<file path="src/rtl/idma_legalizer_resp_joiner_pkg.sv">
// Shared types for the legalizer response joiner: AXI response codes, FSM states,
// the joined-response record and the response-merge helper.
package idma_legalizer_resp_joiner_pkg;

  localparam int unsigned BURST_CNT_WIDTH = 12;

  localparam logic [1:0] RESP_OKAY   = 2'd0;
  localparam logic [1:0] RESP_EXOKAY = 2'd1;
  localparam logic [1:0] RESP_SLVERR = 2'd2;
  localparam logic [1:0] RESP_DECERR = 2'd3;

  typedef logic [BURST_CNT_WIDTH-1:0] burst_cnt_t;

  typedef struct packed {
    logic [1:0] resp;
    burst_cnt_t err_idx;
  } xfer_rsp_t;

  typedef enum logic [1:0] {
    ST_IDLE    = 2'd0,
    ST_COLLECT = 2'd1,
    ST_EMIT    = 2'd2
  } state_e;

  // The first burst seeds the accumulator; EXOKAY survives only while every burst is EXOKAY.
  function automatic logic [1:0] join_resp(input logic [1:0] acc, input logic [1:0] rsp,
                                           input logic first);
    logic [1:0] res;
    if (first) begin
      res = rsp;
    end else if ((acc == RESP_EXOKAY) && (rsp == RESP_EXOKAY)) begin
      res = RESP_EXOKAY;
    end else begin
      res = RESP_OKAY;
    end
    return res;
  endfunction

endpackage

</file>
<file path="src/rtl/idma_legalizer_resp_joiner_if.sv">
// Handshake bundle for the response joiner: split announcements, per-burst
// responses in, joined transfer response out.
interface idma_legalizer_resp_joiner_if #(
  parameter int unsigned BurstCntWidth = 12
) ();

  logic                     split_valid_i;
  logic                     split_ready_o;
  logic [BurstCntWidth-1:0] split_num_i;
  logic                     burst_rsp_valid_i;
  logic                     burst_rsp_ready_o;
  logic [1:0]               burst_rsp_i;
  logic                     xfer_rsp_valid_o;
  logic                     xfer_rsp_ready_i;
  logic [1:0]               xfer_rsp_o;
  logic [BurstCntWidth-1:0] xfer_err_idx_o;
  logic                     busy_o;

  modport slave (
    input  split_valid_i, split_num_i, burst_rsp_valid_i, burst_rsp_i, xfer_rsp_ready_i,
    output split_ready_o, burst_rsp_ready_o, xfer_rsp_valid_o, xfer_rsp_o, xfer_err_idx_o,
           busy_o
  );

  modport master (
    output split_valid_i, split_num_i, burst_rsp_valid_i, burst_rsp_i, xfer_rsp_ready_i,
    input  split_ready_o, burst_rsp_ready_o, xfer_rsp_valid_o, xfer_rsp_o, xfer_err_idx_o,
           busy_o
  );

endinterface

</file>
<file path="src/rtl/idma_legalizer_resp_joiner_fifo.sv">
// Non-fall-through FIFO holding split counts; a pushed entry reaches the head
// one cycle later. Depth must be a power of two.
module idma_legalizer_resp_joiner_fifo #(
  parameter int unsigned Depth     = 4,
  parameter int unsigned DataWidth = 12
) (
  input  logic                         clk_i,
  input  logic                         rst_ni,
  input  logic                         i_push,
  input  logic [DataWidth-1:0]         i_data,
  input  logic                         i_pop,
  output logic [DataWidth-1:0]         o_data,
  output logic                         o_full,
  output logic                         o_empty,
  output logic [$clog2(Depth):0]       o_usage
);

  localparam int unsigned AddrWidth = $clog2(Depth);

  logic [DataWidth-1:0] r_mem [Depth];
  logic [AddrWidth-1:0] r_wr_ptr;
  logic [AddrWidth-1:0] r_rd_ptr;
  logic [AddrWidth:0]   r_usage;
  logic                 w_push;
  logic                 w_pop;

  assign o_full  = (r_usage == (AddrWidth+1)'(Depth));
  assign o_empty = (r_usage == '0);
  assign o_usage = r_usage;
  assign o_data  = r_mem[r_rd_ptr];
  assign w_push  = i_push && !o_full;
  assign w_pop   = i_pop && !o_empty;

  // Pointer and occupancy bookkeeping; pointers wrap naturally at the power-of-two depth.
  always_ff @(posedge clk_i) begin
    if (!rst_ni) begin
      r_wr_ptr <= '0;
      r_rd_ptr <= '0;
      r_usage  <= '0;
    end else begin
      if (w_push) begin
        r_wr_ptr <= r_wr_ptr + AddrWidth'(1);
      end
      if (w_pop) begin
        r_rd_ptr <= r_rd_ptr + AddrWidth'(1);
      end
      case ({w_push, w_pop})
        2'b10:   r_usage <= r_usage + (AddrWidth+1)'(1);
        2'b01:   r_usage <= r_usage - (AddrWidth+1)'(1);
        default: r_usage <= r_usage;
      endcase
    end
  end

  // Storage array, written on accepted pushes only.
  always_ff @(posedge clk_i) begin
    if (w_push) begin
      r_mem[r_wr_ptr] <= i_data;
    end
  end

endmodule

</file>
<file path="src/rtl/idma_legalizer_resp_joiner.sv">
// Joins N per-burst write responses into one transfer response, first error wins.
// Optional saturating error-burst counter on err_cnt_o under IDMA_RESP_JOINER_ERR_CNT_EN.
module idma_legalizer_resp_joiner
  import idma_legalizer_resp_joiner_pkg::*;
#(
  parameter int unsigned NumOutstanding = 4,
  parameter int unsigned BurstCntWidth  = BURST_CNT_WIDTH
) (
  input  logic                        clk_i,
  input  logic                        rst_ni,
  idma_legalizer_resp_joiner_if.slave bus
`ifdef IDMA_RESP_JOINER_ERR_CNT_EN
  ,
  output logic [15:0]                 err_cnt_o
`endif
);

  localparam int unsigned AddrWidth = $clog2(NumOutstanding);

  state_e                   r_state;
  state_e                   w_state_nxt;
  logic                     r_burst_ready;
  logic [BurstCntWidth-1:0] r_burst_cnt;
  logic [BurstCntWidth-1:0] r_err_idx;
  logic [1:0]               r_acc;
  logic                     r_err_latched;
  logic                     r_xfer_valid;
  logic [1:0]               r_xfer_rsp;
  logic [BurstCntWidth-1:0] r_xfer_err_idx;

  logic [BurstCntWidth-1:0] w_head_num;
  logic [AddrWidth:0]       w_usage;
  logic                     w_full;
  logic                     w_empty;
  logic                     w_push;
  logic                     w_burst_hs;
  logic                     w_last_burst;
  logic                     w_xfer_hs;
  logic                     w_more_after_pop;
  logic [1:0]               w_acc_nxt;
  logic [BurstCntWidth-1:0] w_err_idx_nxt;
  logic                     w_err_latched_nxt;

  idma_legalizer_resp_joiner_fifo #(
    .Depth     (NumOutstanding),
    .DataWidth (BurstCntWidth)
  ) i_cnt_fifo (
    .clk_i   (clk_i),
    .rst_ni  (rst_ni),
    .i_push  (w_push),
    .i_data  (bus.split_num_i),
    .i_pop   (w_xfer_hs),
    .o_data  (w_head_num),
    .o_full  (w_full),
    .o_empty (w_empty),
    .o_usage (w_usage)
  );

  assign w_push     = bus.split_valid_i && !w_full;
  assign w_burst_hs = bus.burst_rsp_valid_i && r_burst_ready;
  assign w_xfer_hs  = r_xfer_valid && bus.xfer_rsp_ready_i;
  // Equality compare on the pre-increment count, so an all-ones split never overflows.
  assign w_last_burst     = w_burst_hs && (r_burst_cnt == w_head_num);
  assign w_more_after_pop = (w_usage > (AddrWidth+1)'(1)) || w_push;

  // Next-state decode for the IDLE / COLLECT / EMIT sequence.
  always_comb begin
    w_state_nxt = r_state;
    case (r_state)
      ST_IDLE: begin
        if (!w_empty) begin
          w_state_nxt = ST_COLLECT;
        end else begin
          w_state_nxt = ST_IDLE;
        end
      end
      ST_COLLECT: begin
        if (w_last_burst) begin
          w_state_nxt = ST_EMIT;
        end else begin
          w_state_nxt = ST_COLLECT;
        end
      end
      ST_EMIT: begin
        if (w_xfer_hs && w_more_after_pop) begin
          w_state_nxt = ST_COLLECT;
        end else if (w_xfer_hs) begin
          w_state_nxt = ST_IDLE;
        end else begin
          w_state_nxt = ST_EMIT;
        end
      end
      default: w_state_nxt = ST_IDLE;
    endcase
  end

  // State register plus a registered copy of the COLLECT decode used as burst ready.
  always_ff @(posedge clk_i) begin
    if (!rst_ni) begin
      r_state       <= ST_IDLE;
      r_burst_ready <= 1'b0;
    end else begin
      r_state       <= w_state_nxt;
      r_burst_ready <= (w_state_nxt == ST_COLLECT);
    end
  end

  // Accumulator update for the current burst; frozen once an error is latched.
  always_comb begin
    w_acc_nxt         = r_acc;
    w_err_idx_nxt     = r_err_idx;
    w_err_latched_nxt = r_err_latched;
    if (w_burst_hs && !r_err_latched && bus.burst_rsp_i[1]) begin
      w_acc_nxt         = bus.burst_rsp_i;
      w_err_idx_nxt     = r_burst_cnt;
      w_err_latched_nxt = 1'b1;
    end else if (w_burst_hs && !r_err_latched) begin
      w_acc_nxt         = join_resp(r_acc, bus.burst_rsp_i, (r_burst_cnt == '0));
      w_err_idx_nxt     = r_err_idx;
      w_err_latched_nxt = 1'b0;
    end else begin
      w_acc_nxt         = r_acc;
      w_err_idx_nxt     = r_err_idx;
      w_err_latched_nxt = r_err_latched;
    end
  end

  // Burst counter, accumulator and the held transfer-response output registers.
  always_ff @(posedge clk_i) begin
    if (!rst_ni) begin
      r_burst_cnt    <= '0;
      r_acc          <= RESP_OKAY;
      r_err_idx      <= '0;
      r_err_latched  <= 1'b0;
      r_xfer_valid   <= 1'b0;
      r_xfer_rsp     <= RESP_OKAY;
      r_xfer_err_idx <= '0;
    end else if (w_xfer_hs) begin
      r_burst_cnt    <= '0;
      r_acc          <= RESP_OKAY;
      r_err_idx      <= '0;
      r_err_latched  <= 1'b0;
      r_xfer_valid   <= 1'b0;
      r_xfer_rsp     <= RESP_OKAY;
      r_xfer_err_idx <= '0;
    end else if (w_burst_hs) begin
      r_burst_cnt   <= r_burst_cnt + BurstCntWidth'(1);
      r_acc         <= w_acc_nxt;
      r_err_idx     <= w_err_idx_nxt;
      r_err_latched <= w_err_latched_nxt;
      if (w_last_burst) begin
        r_xfer_valid   <= 1'b1;
        r_xfer_rsp     <= w_acc_nxt;
        r_xfer_err_idx <= w_err_idx_nxt;
      end
    end
  end

`ifdef IDMA_RESP_JOINER_ERR_CNT_EN
  logic [15:0] r_err_cnt;

  // Saturating count of every erroring burst since reset.
  always_ff @(posedge clk_i) begin
    if (!rst_ni) begin
      r_err_cnt <= 16'd0;
    end else if (w_burst_hs && bus.burst_rsp_i[1] && (r_err_cnt != 16'hFFFF)) begin
      r_err_cnt <= r_err_cnt + 16'd1;
    end
  end

  assign err_cnt_o = r_err_cnt;
`endif

  assign bus.split_ready_o     = !w_full;
  assign bus.burst_rsp_ready_o = r_burst_ready;
  assign bus.xfer_rsp_valid_o  = r_xfer_valid;
  assign bus.xfer_rsp_o        = r_xfer_rsp;
  assign bus.xfer_err_idx_o    = r_xfer_err_idx;
  assign bus.busy_o            = !w_empty || (r_state != ST_IDLE);

endmodule

</file>
<file path="src/flat_wrapper.sv">
// flat-port wrapper written by rule: the top's interface ports become plain ports
module idma_legalizer_resp_joiner_flat import idma_legalizer_resp_joiner_pkg::*;
#(
  parameter int unsigned NumOutstanding = 4,
  parameter int unsigned BurstCntWidth  = BURST_CNT_WIDTH
)
  (clk_i, rst_ni, bus_split_valid_i, bus_split_num_i, bus_burst_rsp_valid_i, bus_burst_rsp_i, bus_xfer_rsp_ready_i, bus_split_ready_o, bus_burst_rsp_ready_o, bus_xfer_rsp_valid_o, bus_xfer_rsp_o, bus_xfer_err_idx_o, bus_busy_o);
  idma_legalizer_resp_joiner_if #(.BurstCntWidth(BurstCntWidth)) bus_i ();
  input  logic clk_i;
  input  logic rst_ni;
  input wire logic [$bits(bus_i.split_valid_i)-1:0] bus_split_valid_i;
  input wire logic [$bits(bus_i.split_num_i)-1:0] bus_split_num_i;
  input wire logic [$bits(bus_i.burst_rsp_valid_i)-1:0] bus_burst_rsp_valid_i;
  input wire logic [$bits(bus_i.burst_rsp_i)-1:0] bus_burst_rsp_i;
  input wire logic [$bits(bus_i.xfer_rsp_ready_i)-1:0] bus_xfer_rsp_ready_i;
  output wire logic [$bits(bus_i.split_ready_o)-1:0] bus_split_ready_o;
  output wire logic [$bits(bus_i.burst_rsp_ready_o)-1:0] bus_burst_rsp_ready_o;
  output wire logic [$bits(bus_i.xfer_rsp_valid_o)-1:0] bus_xfer_rsp_valid_o;
  output wire logic [$bits(bus_i.xfer_rsp_o)-1:0] bus_xfer_rsp_o;
  output wire logic [$bits(bus_i.xfer_err_idx_o)-1:0] bus_xfer_err_idx_o;
  output wire logic [$bits(bus_i.busy_o)-1:0] bus_busy_o;
  assign bus_i.split_valid_i = bus_split_valid_i;
  assign bus_i.split_num_i = bus_split_num_i;
  assign bus_i.burst_rsp_valid_i = bus_burst_rsp_valid_i;
  assign bus_i.burst_rsp_i = bus_burst_rsp_i;
  assign bus_i.xfer_rsp_ready_i = bus_xfer_rsp_ready_i;
  assign bus_split_ready_o = bus_i.split_ready_o;
  assign bus_burst_rsp_ready_o = bus_i.burst_rsp_ready_o;
  assign bus_xfer_rsp_valid_o = bus_i.xfer_rsp_valid_o;
  assign bus_xfer_rsp_o = bus_i.xfer_rsp_o;
  assign bus_xfer_err_idx_o = bus_i.xfer_err_idx_o;
  assign bus_busy_o = bus_i.busy_o;
  idma_legalizer_resp_joiner #(.NumOutstanding(NumOutstanding), .BurstCntWidth(BurstCntWidth)) u_core (.clk_i(clk_i), .rst_ni(rst_ni), .bus(bus_i));
endmodule
</file>
<file path="config.mk">
export PLATFORM = sky130hd
export DESIGN_NAME = idma_legalizer_resp_joiner_flat
export DESIGN_NICKNAME = d
export VERILOG_FILES = /design/src/rtl/idma_legalizer_resp_joiner_pkg.sv /design/src/rtl/idma_legalizer_resp_joiner_if.sv /design/src/rtl/idma_legalizer_resp_joiner_fifo.sv /design/src/rtl/idma_legalizer_resp_joiner.sv /design/src/flat_wrapper.sv
export SDC_FILE = /design/constraint.sdc
export NUM_CORES = 1
export LEC_CHECK = 0
export CORE_ASPECT_RATIO = 1.25
export CORE_MARGIN = 2
export CORE_UTILIZATION = 50
export DETAILED_ROUTE_END_ITERATION = 10
export MAX_ROUTING_LAYER = met4
export PLACE_DENSITY = 0.71
export SLEW_MARGIN = 20
export SYNTH_ARGS = -nofsm -noshare
export SYNTH_HDL_FRONTEND = slang
export SYNTH_SLANG_ARGS = --single-unit
</file>
<file path="constraint.sdc">
create_clock -name clk_i -period 5.7 [get_ports clk_i]
set_input_delay 0.57 -clock clk_i [delete_from_list [all_inputs] [get_ports clk_i]]
set_output_delay 0.57 -clock clk_i [all_outputs]
set_load 0.02 [all_outputs]
</file>
==> Word-level counts from Yosys, hierarchy flattened <==
Memories as Yosys holds them, arrays and structs flattened. A register that Yosys moved wholly into a read port is not among the register bits.
Index checks and enable logic that the tools add are counted.
{ "op_classes": {"n_addsub": 5, "magnitude_cmp": 1, "eq_ne": 9, "muxes": 17, "n_bitwise": 1, "reduce_logical": 24} }
{ "ops": {"columns": ["operator", "n"], "rows": [
  ["two-way mux 2 bit", 8],
  ["adder 12 x 1 -> 12 bit (second input constant)", 1],
  ["equality test 12 bit", 1],
  ["logical NOT 12 bit", 1],
  ["two-way mux 12 bit", 1],
  ["equality test 2 x 1 -> 1 bit (second input constant)", 5],
  ["logical AND 1 bit", 10],
  ["two-way mux 1 bit", 6],
  ["case mux 2 bit (3 select lines)", 1],
  ["case mux 3 bit (2 select lines)", 1],
  ["nonzero test 2 bit", 3],
  ["adder 2 x 1 -> 2 bit (second input constant)", 2],
  ["equality test 2 bit (second input constant)", 2],
  ["AND reduction 2 bit", 2],
  ["adder 3 x 1 -> 3 bit (second input constant)", 1],
  ["equality test 3 bit (second input constant)", 1],
  ["> comparator 3 x 1 -> 1 bit (second input constant)", 1],
  ["logical NOT 1 bit", 3],
  ["logical NOT 3 bit", 1],
  ["subtractor 3 x 1 -> 3 bit (second input constant)", 1],
  ["logical NOT 2 bit", 1],
  ["logical OR 1 bit", 2],
  ["OR reduction 2 bit", 1],
  ["inverter 1 bit", 1]
]} }
{ "totals": {"regBits": 52, "ram_bits": 48, "inputBits": 19, "out_inout_bits": 18, "word_cells": 70, "mem_count": 1} }
{ "mem_list": {"columns": ["memory", "words", "width", "read_ports", "rd_clocked_by_memory_dff", "write_ports", "line_no", "source"], "rows": [
  ["u_core.i_cnt_fifo.r_mem", 4, 12, 1, 1, 1, "idma_legalizer_resp_joiner_fifo.sv:20", "logic [DataWidth-1:0] r_mem [Depth];"]
]} }

==> Logic depth before layout (Yosys ltp) <==
{ "logic_depth": {"ltp_word": 8, "mapped_depth": 9, "depth_no_buf": 9} }

==> By module <==
From an unflattened synthesis, not the netlist that was laid out.
{ "hier_totals": {"cells_unflattened": 320, "hier_area_um2": 4250.3} }
{ "by_module_without_submodules": {"columns": ["module", "instances", "cells_per_inst", "area_each_um2"], "rows": [
  ["idma_legalizer_resp_joiner_fifo", 1, 116, 2222.1],
  ["idma_legalizer_resp_joiner", 1, 204, 2028.2]
]} }

==> Least setup slack after synthesis <==
Ideal clock, no wire load.
{ "synth_timing": {"path_type": "register to register", "from": "register (tool-made name)", "to": "register u_core.r_xfer_err_idx[10] (netlist: u_core.bus.xfer_err_idx_o[10])", "setup_ps": 121, "t_arrival_ps": 2358, "required_ps": 5579, "setup_slack_ps": 3220, "stages_incl_launch_ff": 8, "synth_period_minus_slack_ps": 2480, "path_cell_list": "dfxtp_1 > buf_6 > mux4_1 > xnor2_1 > nand4_1 > nor4_4 > buf_6 > mux2_4"} }
{ "synth_lines": {"columns": ["item", "line_no", "source"], "rows": [
  ["end signal: assignment", "idma_legalizer_resp_joiner.sv:154", "r_xfer_err_idx <= w_err_idx_nxt;"],
  ["end: declaration", "idma_legalizer_resp_joiner.sv:29", "logic [BurstCntWidth-1:0] r_xfer_err_idx;"]
]} }

==> flow_summary.yaml <==
timing:
  worst_pin_slew_ns: 0.875
  timing.hold.ws_ns: 0.469
  drv_slew: 0
  fin_ws_ns: 2.66
  fin_crit_sh_pct: 53.4
  finalSetupTns_ns: 0
  clock.fmax_mhz: 328
  period_needed_ns: 3.04
  setup_viol: 0
  slew_headroom_pct: 41.5
  rsz0062_at_grt: "no"
  hold_viol_final: 0
  finClkSkew_ns: 0.00917
synthesis:
  syn_area_sq_um: 4240
  avgSynthCellArea_sq_um: 12.6
  yosysWarnings: 0
  synth_edf_count: 48
  synth_seq_area_share_pct: 59.5
  ys_ff_latch: 102
  syn-instance-count: 336
  synthFlopType: "dfxtp_1"
  synth_nets: 366
  yosysUniqueCellTypes: 39
  ys_async_sr_fraction_pct: 0
setup_path:
  crit_required_ns: 5.96
  r2r-end: "u_core.bus.xfer_err_idx_o[5]"
  path_class: "flip-flop to flip-flop"
  path_cells: "mux4_1, xnor2_1, nand2_1, nor4_4, buf_4, mux2_2"
  critPathArrivalTime_ns: 3.30
  reg2reg_slack_ns: 2.66
  crit_end: "u_core.bus.xfer_err_idx_o[5]"
  slowest_delay_ns: 0.74
  crit_fanout: 12
  reg2reg_depth: 6
  crit_slowest_cell: "dfxtp_1"
  setup.worst_path.start_class: "flip-flop"
  setup.worst_path.end_class: "flip-flop"
placed_design:
  placed_area_sq_um: 4670
  io_buffers: 36
  place_inst: 457
  place.gp.congestion: 0.750
  dp_slack_ns: 2.62
  dp_hpwl_um: 5010
finish:
  drive_gt1_share_pct: 9.04
  final_cell_mix: "dfxtp_1 (54), edfxtp_1 (48), nand2_1 (43)"
  syn_to_final_growth_pct: 15.2
  num_antenna_cells: 0
  final_area_sq_um: 4880
  stdcell_count: 473
  nets: 401
  layout_commonest_cell: "dfxtp_1"
power:
  pwr-share-seq_pct: 58.0
  p_per_area_nw_per_um2: 283
  p_leak_nw: 1.75
  p_clk_share_pct: 34.7
  p_sw_share_pct: 23.8
  vdd_drop_max_mv: 0.122
  internal_power_mw: 1.05
  comb_power_share_pct: 7.3
  p_sw_mw: 0.330
min_path:
  hold_class: "flip-flop to flip-flop"
  min_from: "u_core.r_err_idx[5]"
floorplan:
  dieArea_sq_um: 9240
  core_area_sq_um: 8240
  start_util_pct: 51.5
  num_rows: 37
  fp.dieH_um: 107
  ioPinCount: 37
  die_w_um: 86.4
global_routing:
  grt_max_degree: 27
  antenna_found_initial: 0
  grt_pass1_vias: 2478
  overflow: 0
  grt_pass1_wl_um: 12100
  track_usage_pct: 17.6
clocking:
  numCtsBuffers: 9
  clock-sinks: 102
  postCtsSetupRepairBufs: 0
  ctsHoldBuffers: 0
  tritoncts: "done"
  cts_buffer_depth: 2
  clock_latency_ns: 0.37
  cts_root_buf: "clkbuf_8"
  h-tree-depth: 3
  post_cts_resized: 0
  clk_pin_slew_ns: 0.10
route:
  drt-initial-drc-count: 100
  ant_nets: 0
  routed_wirelength_um: 7280
  via_per_inst: 5.37
  drc: 0
  wire_per_inst_um: 15.4
  dr.pass1.iters: 4
  num_vias: 2540
run:
  maxCapViolCount: 0
status:
  status: "finished clean"
## metrics by stage
stage / util [%] / power (mW)
global route: 59.3 / 1.44
detailed placement: 56.7 / 0.921
CTS: 59.3 / 1.40
finish: 59.3 / 1.38
global placement: 56.7 / 0.917
floorplan: - / 0.880
## cells by family (layout without fill, tap and decap cells)
| kind of cell | count (synthesis) | after routing | synth area share (%) |
|---|---|---|---|
| xor gates and xnor gates | 25 | 25 | 5.16 |
| buffers and inverters | 25 | 65 | 2.57 |
| AOI/OAI and AO/OA | 34 | 34 | 4.51 |
| adders and majority gates | 11 | 11 | 3.25 |
| muxes | 27 | 27 | 11.6 |
| DFF | 102 | 102 | 59.5 |
| and+or+nand+nor | 112 | 112 | 13.4 |
## worst min-delay path by stage
stage                     slack (ns)                  end  cells past startpoint
final                           0.47  u_core.r_err_idx[5]                      2
after global routing            0.49  u_core.r_err_idx[3]                      2
after CTS                       0.47  u_core.r_err_idx[2]                      2
after detailed placement        0.45  u_core.r_err_idx[2]                      2
after global placement          0.45  u_core.r_err_idx[0]                      2
after floorplan                 0.44  u_core.r_err_idx[0]                      2
## power groups by stage
stage          Combinational (mW)  Sequential, mW  Clock, mW
2_1_floorplan              0.0624           0.817          0
3_3_place_gp               0.0986           0.818          0
3_5_place_dp                0.102           0.819          0
4_1_cts                     0.102           0.802      0.494
5_1_grt                     0.112           0.805      0.526
6_report                    0.100           0.802      0.480
## per-layer routing
| layer | vias to the layer above | GRT usage (%) | wire [um] |
|---|---|---|---|
| met1 | 1223 | 21.8 | 3220 |
| met2 | 43 | 28.3 | 3720 |
| li1 | 1264 | - | - |
| met4 | 0 | 5.92 | 93 |
| met5 | - | - | 0 |
| met3 | 10 | 4.46 | 253 |
## cells in the mapped netlist, drive strengths merged (4+ instances only)
library cell  count  share of area, %
dfxtp            54                25
o21ai             6              0.71
and2              9               1.3
nand4             4              0.59
nor2             16               1.4
inv              11              0.97
nand2            43               3.8
ha               11               3.2
xor2              6               1.2
a21oi            19               2.2
mux2             13               3.9
xnor2            19               3.9
mux4             12               7.3
edfxtp           48                34
and3             20               3.0
clkbuf           11              0.97
## sequential cells by signal, indices dropped and copies added (netlist names), named ones only
name,cells
u_core.i_cnt_fifo.r_mem,48
u_core.bus.xfer_err_idx_o,12
u_core.r_burst_cnt,12
u_core.r_err_idx,12
u_core.i_cnt_fifo.o_usage,3
u_core.bus.xfer_rsp_o,2
u_core.i_cnt_fifo.r_rd_ptr,2
u_core.i_cnt_fifo.r_wr_ptr,2
u_core.r_acc,2
u_core.r_state,2
u_core.bus.burst_rsp_ready_o,1
u_core.bus.xfer_rsp_valid_o,1
u_core.r_err_latched,1
## area by class of cell
class	instances	area (sq um)
multi-input cells	209	1610
inverters	11	41.3
fillers	667	3360
flip-flops and latches	102	2520
clock buffers	9	124
well taps	97	121
repair buffers	38	375
clock inverters	7	90.1
## critical path, delay by kind of cell (launching register included)
| family | cells | cell delay (ns) |
|---|---|---|
| multiplexers | 2 | 1.03 |
| flip-flops | 1 | 0.74 |
| XOR/XNOR | 1 | 0.18 |
| buffers and inverters | 1 | 0.33 |
| AND/OR/NAND/NOR | 2 | 0.65 |
No activity file was read; power rests on OpenSTA's default activity.
